**src/rtl/udlx_pipeline_pkg.sv**
```systemverilog
// Shared pipeline definitions for the uDLX core: hazard FSM encodings and common constants.
package udlx_pipeline_pkg;

    typedef enum logic [1:0] {
        StRun     = 2'd0,
        StLdStall = 2'd1,
        StBrFlush = 2'd2
    } hazard_state_e;

    localparam int unsigned ZeroReg         = 0;
    localparam int unsigned CntWidthDefault = 32;

endpackage

```
**src/rtl/udlx_sat_counter.sv**
```systemverilog
// Saturating up-counter with asynchronous active-low reset; holds at all-ones.
module udlx_sat_counter #(
    parameter int unsigned WIDTH = 32
) (
    input  logic             clk,
    input  logic             rst_n,
    input  logic             inc,
    output logic [WIDTH-1:0] count
);

    logic [WIDTH-1:0] count_q;

    always_ff @(posedge clk or negedge rst_n) begin
        if (!rst_n) begin
            count_q <= '0;
        end else if (inc && (count_q != {WIDTH{1'b1}})) begin
            count_q <= count_q + {{(WIDTH-1){1'b0}}, 1'b1};
        end
    end

    assign count = count_q;

endmodule

```
**src/rtl/hazard_ctrl.sv**
```systemverilog
// uDLX pipeline hazard controller: load-use bubbles and branch/jump squashes.
// Performance counters are built only when UDLX_HAZARD_PERF_EN is defined.
module hazard_ctrl
    import udlx_pipeline_pkg::*;
#(
    parameter int unsigned REG_ADDR_WIDTH  = 5,
    parameter int unsigned LOAD_USE_CYCLES = 1,
    parameter int unsigned FLUSH_CYCLES    = 1,
    parameter int unsigned CNT_WIDTH       = CntWidthDefault
) (
    input  logic                      clk,
    input  logic                      rst_n,
    input  logic                      id_valid,
    input  logic [REG_ADDR_WIDTH-1:0] id_rd_addr1,
    input  logic [REG_ADDR_WIDTH-1:0] id_rd_addr2,
    input  logic                      ex_mem_data_rd_en,
    input  logic                      ex_reg_a_wr_en,
    input  logic [REG_ADDR_WIDTH-1:0] ex_reg_a_wr_addr,
    input  logic                      ex_branch_taken,
    input  logic                      ex_jump,
    output logic                      pc_stall,
    output logic                      if_id_stall,
    output logic                      if_id_flush,
    output logic                      id_ex_flush,
    output logic [CNT_WIDTH-1:0]      stall_cnt,
    output logic [CNT_WIDTH-1:0]      flush_cnt
);

    localparam logic [2:0] LuReload = 3'(LOAD_USE_CYCLES - 1);
    localparam logic [2:0] FlReload = 3'(FLUSH_CYCLES - 1);

    hazard_state_e state_q, state_d;
    logic [2:0]    remain_q, remain_d;
    logic          lu_hit, br_hit;
    logic          do_stall, do_flush;

    assign br_hit = ex_branch_taken | ex_jump;
    assign lu_hit = id_valid & ex_mem_data_rd_en & ex_reg_a_wr_en
                  & (ex_reg_a_wr_addr != REG_ADDR_WIDTH'(ZeroReg))
                  & ((ex_reg_a_wr_addr == id_rd_addr1) | (ex_reg_a_wr_addr == id_rd_addr2));

    always_comb begin
        state_d  = state_q;
        remain_d = remain_q;
        do_stall = 1'b0;
        do_flush = 1'b0;
        // A taken branch wins in every state and always restarts the squash count.
        if (br_hit) begin
            do_flush = 1'b1;
            if (FLUSH_CYCLES > 1) begin
                state_d  = StBrFlush;
                remain_d = FlReload;
            end else begin
                state_d  = StRun;
                remain_d = 3'd0;
            end
        end else begin
            case (state_q)
                StRun: begin
                    if (lu_hit) begin
                        do_stall = 1'b1;
                        if (LOAD_USE_CYCLES > 1) begin
                            state_d  = StLdStall;
                            remain_d = LuReload;
                        end
                    end
                end
                StLdStall: begin
                    do_stall = 1'b1;
                    remain_d = remain_q - 3'd1;
                    if (remain_q == 3'd1) begin
                        state_d = StRun;
                    end
                end
                StBrFlush: begin
                    do_flush = 1'b1;
                    remain_d = remain_q - 3'd1;
                    if (remain_q == 3'd1) begin
                        state_d = StRun;
                    end
                end
                default: begin
                    state_d  = StRun;
                    remain_d = 3'd0;
                end
            endcase
        end
    end

    always_ff @(posedge clk or negedge rst_n) begin
        if (!rst_n) begin
            state_q  <= StRun;
            remain_q <= 3'd0;
        end else begin
            state_q  <= state_d;
            remain_q <= remain_d;
        end
    end

    // Gating with rst_n keeps outputs quiet while reset is held, whatever the inputs.
    assign pc_stall    = rst_n & do_stall;
    assign if_id_stall = rst_n & do_stall;
    assign if_id_flush = rst_n & do_flush;
    assign id_ex_flush = rst_n & (do_stall | do_flush);

`ifdef UDLX_HAZARD_PERF_EN
    udlx_sat_counter #(
        .WIDTH (CNT_WIDTH)
    ) u_stall_cnt (
        .clk   (clk),
        .rst_n (rst_n),
        .inc   (pc_stall),
        .count (stall_cnt)
    );

    udlx_sat_counter #(
        .WIDTH (CNT_WIDTH)
    ) u_flush_cnt (
        .clk   (clk),
        .rst_n (rst_n),
        .inc   (if_id_flush),
        .count (flush_cnt)
    );
`else
    assign stall_cnt = '0;
    assign flush_cnt = '0;
`endif

endmodule
```
**config.mk**
```make
export PLATFORM = sky130hd
export DESIGN_NAME = hazard_ctrl
export DESIGN_NICKNAME = d
export VERILOG_FILES = /design/src/rtl/udlx_pipeline_pkg.sv /design/src/rtl/udlx_sat_counter.sv /design/src/rtl/hazard_ctrl.sv
export SDC_FILE = /design/constraint.sdc
export NUM_CORES = 1
export LEC_CHECK = 0
export ABC_AREA = 0
export CORE_UTILIZATION = 28
export DETAILED_ROUTE_END_ITERATION = 7
export MAX_ROUTING_LAYER = met4
export PLACE_DENSITY = 0.95
export SYNTH_ARGS = -nofsm -noshare
export SYNTH_HDL_FRONTEND = slang
export SYNTH_SLANG_ARGS = --single-unit
```
**constraint.sdc**
```tcl
create_clock -name clk -period 4.15 [get_ports clk]
set_input_delay 0.83 -clock clk [delete_from_list [all_inputs] [get_ports clk]]
set_output_delay 0.83 -clock clk [all_outputs]
set_load 0.05 [all_outputs]
```
* Word-level counts from Yosys, hierarchy flattened
Index checks and enable logic that the tools add are counted.
** Operators by class
- Add/subtract/negate cells :: 1
- Eq/ne operators :: 7
- Muxes and demuxes :: 10
- Bitwise operators :: 10
- Reductions and logical operators :: 4
** Operators with widths (number)
- == test 5 bit :: 2
- bitwise AND 1 bit :: 7
- case mux 3 bit (2 select lines) :: 1
- nonzero test 5 bit :: 1
- two-way mux 1 bit :: 4
- two-way mux 2 bit :: 2
- case mux 2 bit (2 select lines) :: 1
- == test 3 x 1 -> 1 bit, second input constant :: 1
- two-way mux 3 bit :: 1
- inequality test 3 x 1 -> 1 bit, second input constant :: 1
- OR 1 bit :: 3
- subtractor 3 x 1 -> 3 bit, second input constant :: 1
- == test 2 x 1 -> 1 bit, second input constant :: 1
- == test 2 bit, second input constant :: 1
- zero test 2 bit :: 1
- inequality test 2 bit, second input constant :: 1
- case mux 1 bit (2 select lines) :: 1
- AND reduction 2 bit :: 1
- OR reduction 2 bit :: 1
** Word-level totals
- Bits in registers :: 5
- Input port bits :: 22
- Word-level logic and storage cells :: 34

* Depth between registers and ports, before layout
- Word-level depth :: 9
- Depth in mapped cells :: 5

* Least setup slack after synthesis
OpenSTA, ideal clock, no wires.
- Path type :: input -> output
- From :: input port ex_reg_a_wr_addr[2]
- To :: output port pc_stall
- Data arrival time :: 3.253 ns
- Required time :: 3.320 ns
- Setup slack :: 0.067 ns
- Stages on the path :: 5
- Buffers on the path :: 1
- Cells stage by stage :: xor2_1 nor3_1 a22oi_1 nor4_1 buf_4
** Between the ends
- Word-level cells in the longest chain between the ends :: 7
- Elaborated cells between the ends (all ways) :: 10
** Ends and longest elaborated chain
- from (decl) :: line hazard_ctrl.sv:18 : input logic [REG_ADDR_WIDTH-1:0] ex_reg_a_wr_addr,
- == test 5 bit / nonzero test 5 bit (equally long branches) :: line hazard_ctrl.sv:40, hazard_ctrl.sv:39
- OR 1 bit / bitwise AND 1 bit (equally long branches) :: line hazard_ctrl.sv:40, hazard_ctrl.sv:39
- bitwise AND 1 bit (*) :: line hazard_ctrl.sv:40 : & ((ex_reg_a_wr_addr == id_rd_addr1) | (ex_reg_a_wr_addr == id_rd_addr2));
- two-way mux 1 bit (*) :: line hazard_ctrl.sv:60 : if (lu_hit) begin
- case mux 1 bit (2 select lines) (*) :: line hazard_ctrl.sv:58 : case (state_q)
- two-way mux 1 bit (*) :: line hazard_ctrl.sv:48 : if (br_hit) begin
- bitwise AND 1 bit (*)
- to (decl) :: line hazard_ctrl.sv:21 : output logic pc_stall,
Every way passes the cells marked *; elsewhere a longest branch is shown, timed or not.

* Worst setup path in the final report
- From :: input port ex_reg_a_wr_addr[0]
- To :: output port id_ex_flush
** Between the ends
- Word-level cells in the longest chain between the ends :: 8
- Elaborated cells between the ends (all ways) :: 11
** Ends and longest elaborated chain
- == test 5 bit / nonzero test 5 bit (equally long branches) :: line hazard_ctrl.sv:40, hazard_ctrl.sv:39
- OR 1 bit / bitwise AND 1 bit (equally long branches) :: line hazard_ctrl.sv:40, hazard_ctrl.sv:39
- bitwise AND 1 bit (*) :: line hazard_ctrl.sv:40
- two-way mux 1 bit (*) :: line hazard_ctrl.sv:60
- case mux 1 bit (2 select lines) (*) :: line hazard_ctrl.sv:58
- two-way mux 1 bit (*) :: line hazard_ctrl.sv:48
- OR 1 bit (*) :: line hazard_ctrl.sv:104 : assign id_ex_flush = rst_n & (do_stall | do_flush);
- bitwise AND 1 bit (*) :: line hazard_ctrl.sv:104
- to (decl) :: line hazard_ctrl.sv:24 : output logic id_ex_flush,
Marks and branches as above.

==> out/qor.txt <==
vias in the first global route - 279
Critical Path Source Type - primary input
via count of the routed design - 428
Sequential Area - 0 sq um
setup violators final - 0
worst endpoint required time - 3320 ps
post-cts gate resize count - 0
class of the tightest hold or removal check - in -> out
count of final hold-check violations - 0
cells traversed along the worst timing path - clkdlybuf4s50_1 > xor2_1 > nor3_1 > a22oi_1 > o21bai_1 > clkdlybuf4s50_1
Post-Synthesis Cell Area - 650.6 sq um
sequential cell area fraction in the yosys report - 0
final HPWL from detailed placement - 867.2 um
gate count of the mapped netlist - 87
number of inserted diodes - 0
Min Clock Period, post-route - 3671 ps
Final Cycle Share - 0.8845
count of pins over their slew limit - 0
fillcell total - 240
post-synthesis mux area share - 0
fraction of final layout cells with drive strength greater than 1 - 0.02727
Compound-Gate Fraction of Synth Area - 0.04808
area share of and/or/nand/nor cells after synthesis - 0.06154
cell with the most instances after synthesis - buf_4
antenna violations before repair - 0
Starting DRT DRC Count - 5
Final WS setup - 479.2 ps
total global routing overflow - 0
adder and majority gate portion of the synthesized area - 0
maximum number of pins on one net before global-route repair - 4
die outline height - 50.21 um
count of cell types in the netlist - 12
portion of synthesized cell area occupied by the leading cell type - 0.7500
total of clock buffers placed in the layout - 0
pre-CTS worst setup slack - 443.4 ps
Pwr per Cell Area - 246.5 nW/um^2
critical hold path startpoint - ex_jump
main combinational cell family by area after synthesis - buffers and inverters
DRC violation count after routing - 0
highest ir drop seen on vdd - 0.07731 mV
first-pass detailed-route iteration total - 6
number of flip-flops and latches - 0
destination of the worst hold path - pc_stall
Die Footprint - 2521 sq um
arrival time of the worst setup path - 2840 ps
Initial Util - 0.2970
global-route wire length before repair - 1.193 mm
most used cell, CP - clkdlybuf4s50_1
cts-stage hold buffer count - 0
area overhead of the layout relative to synthesis - 4.423%
IO Pins - 90
cell type with the largest total area after synthesis - buf_4
number of setup buffers added after CTS - 0
classification of the worst setup path - in -> out
count of nets after finishing - 134
Row Count - 17
placer's final routability congestion estimate - 0.6137
slowest cell on the critical path - clkdlybuf4s50_1
Routed Antenna Nets - 0
Core Region - 2191 sq um
largest cells by area after synthesis - buf_4, xor2_1, nor3_1
total leakage power - 0.3664 nW
total negative setup slack - 0 ps
largest stage delay on the critical path - 810 ps
unrepaired setup endpoints after global routing - false
max-cap check violation count - 0
number of cells on the worst hold path - 3
Worst Setup End Kind - primary output
most numerous cell types in the synthesized netlist - buf_4, xor2_1, nor2_1, nor3_1
die boundary width - 50.21 um
fraction of synthesized cell area in xor and xnor cells - 0.1346
combined global-route utilization of all metal layers - 0.06355
Via density - 3.101
detailed-route wire length - 860 um
number of buffers added on ports - 25
fmax - 0.2724 GHz
Avg Synthesized Cell Area - 7.478 sq um
largest fanout of any net on the critical path - 3
count of synthesis-stage warnings from yosys - 0
result of the run - complete, no violations
drt wl/cell - 6.232 um
-- metal layers --
layer,share of wire,routed length [um],track usage
met1,0.23,198,0.05797
met2,0.57,489,0.1444
met3,0.20,172,0.003030
met4,0,0,0
met5,0,0,-
-- area by class of cell --
type	instances	area [sq um]	share of cell area
Multi-Input combinational cell	85	399.1	0.5875
Tap cell	28	35.03	0.05157
Timing Repair Buffer	25	245.2	0.3610
-- worst max-delay path, delay by kind of cell --
family | cells | cell delay (ps)
AOI/OAI and AO/OA | 2 | 310
xor gates and xnor gates | 1 | 200
buffers and inverters | 2 | 1320
and+or+nand+nor | 1 | 190
-- where the power goes --
part           leakage, nW  switching, mW  internal, mW
registers                0              0             0
logic                0.366          0.142        0.0256
clock network            0              0             0
total                0.366          0.142        0.0256
-- stage by stage --
stage	power [mW]	hold WS, ps	utilization	instance area [sq um]	cells
2_1_floorplan	0.1874	1851	-	887.1	150
4_1_cts	0.1671	2401	0.3101	679.4	138
6_report	0.1675	2395	0.3101	679.4	138
3_3_place_gp	0.1666	2404	0.3101	679.4	138
5_1_grt	0.1743	2410	0.3101	679.4	138
3_5_place_dp	0.1670	2407	0.3101	679.4	138
-- kinds of logic after synthesis --
group           count (synthesis)
xor+xnor                       10
other cells                     1
compound gates                  4
buf+inv                        65
simple gates                    7
-- cell usage in the layout, fill, tap and decap left out, drive strengths merged --
cell and count:
conb 64, clkdlybuf4s50 23, xor2 10, nor3 2, nor2 2, buf 2, a22oi 1, or4 1
and4 1, o21ai 1, o21a 1, o21bai 1, nor4 1
-- worst max path at each step --
stage,startpoint,slack [ps],end
4_1_cts,ex_reg_a_wr_addr[0],440,id_ex_flush
3_5_place_dp,ex_reg_a_wr_addr[0],440,id_ex_flush
6_report,ex_reg_a_wr_addr[0],480,id_ex_flush
2_1_floorplan,ex_reg_a_wr_addr[2],70,pc_stall
5_1_grt,ex_reg_a_wr_addr[0],360,id_ex_flush
3_3_place_gp,ex_reg_a_wr_addr[0],450,id_ex_flush
(Power assumes the default switching activity.)
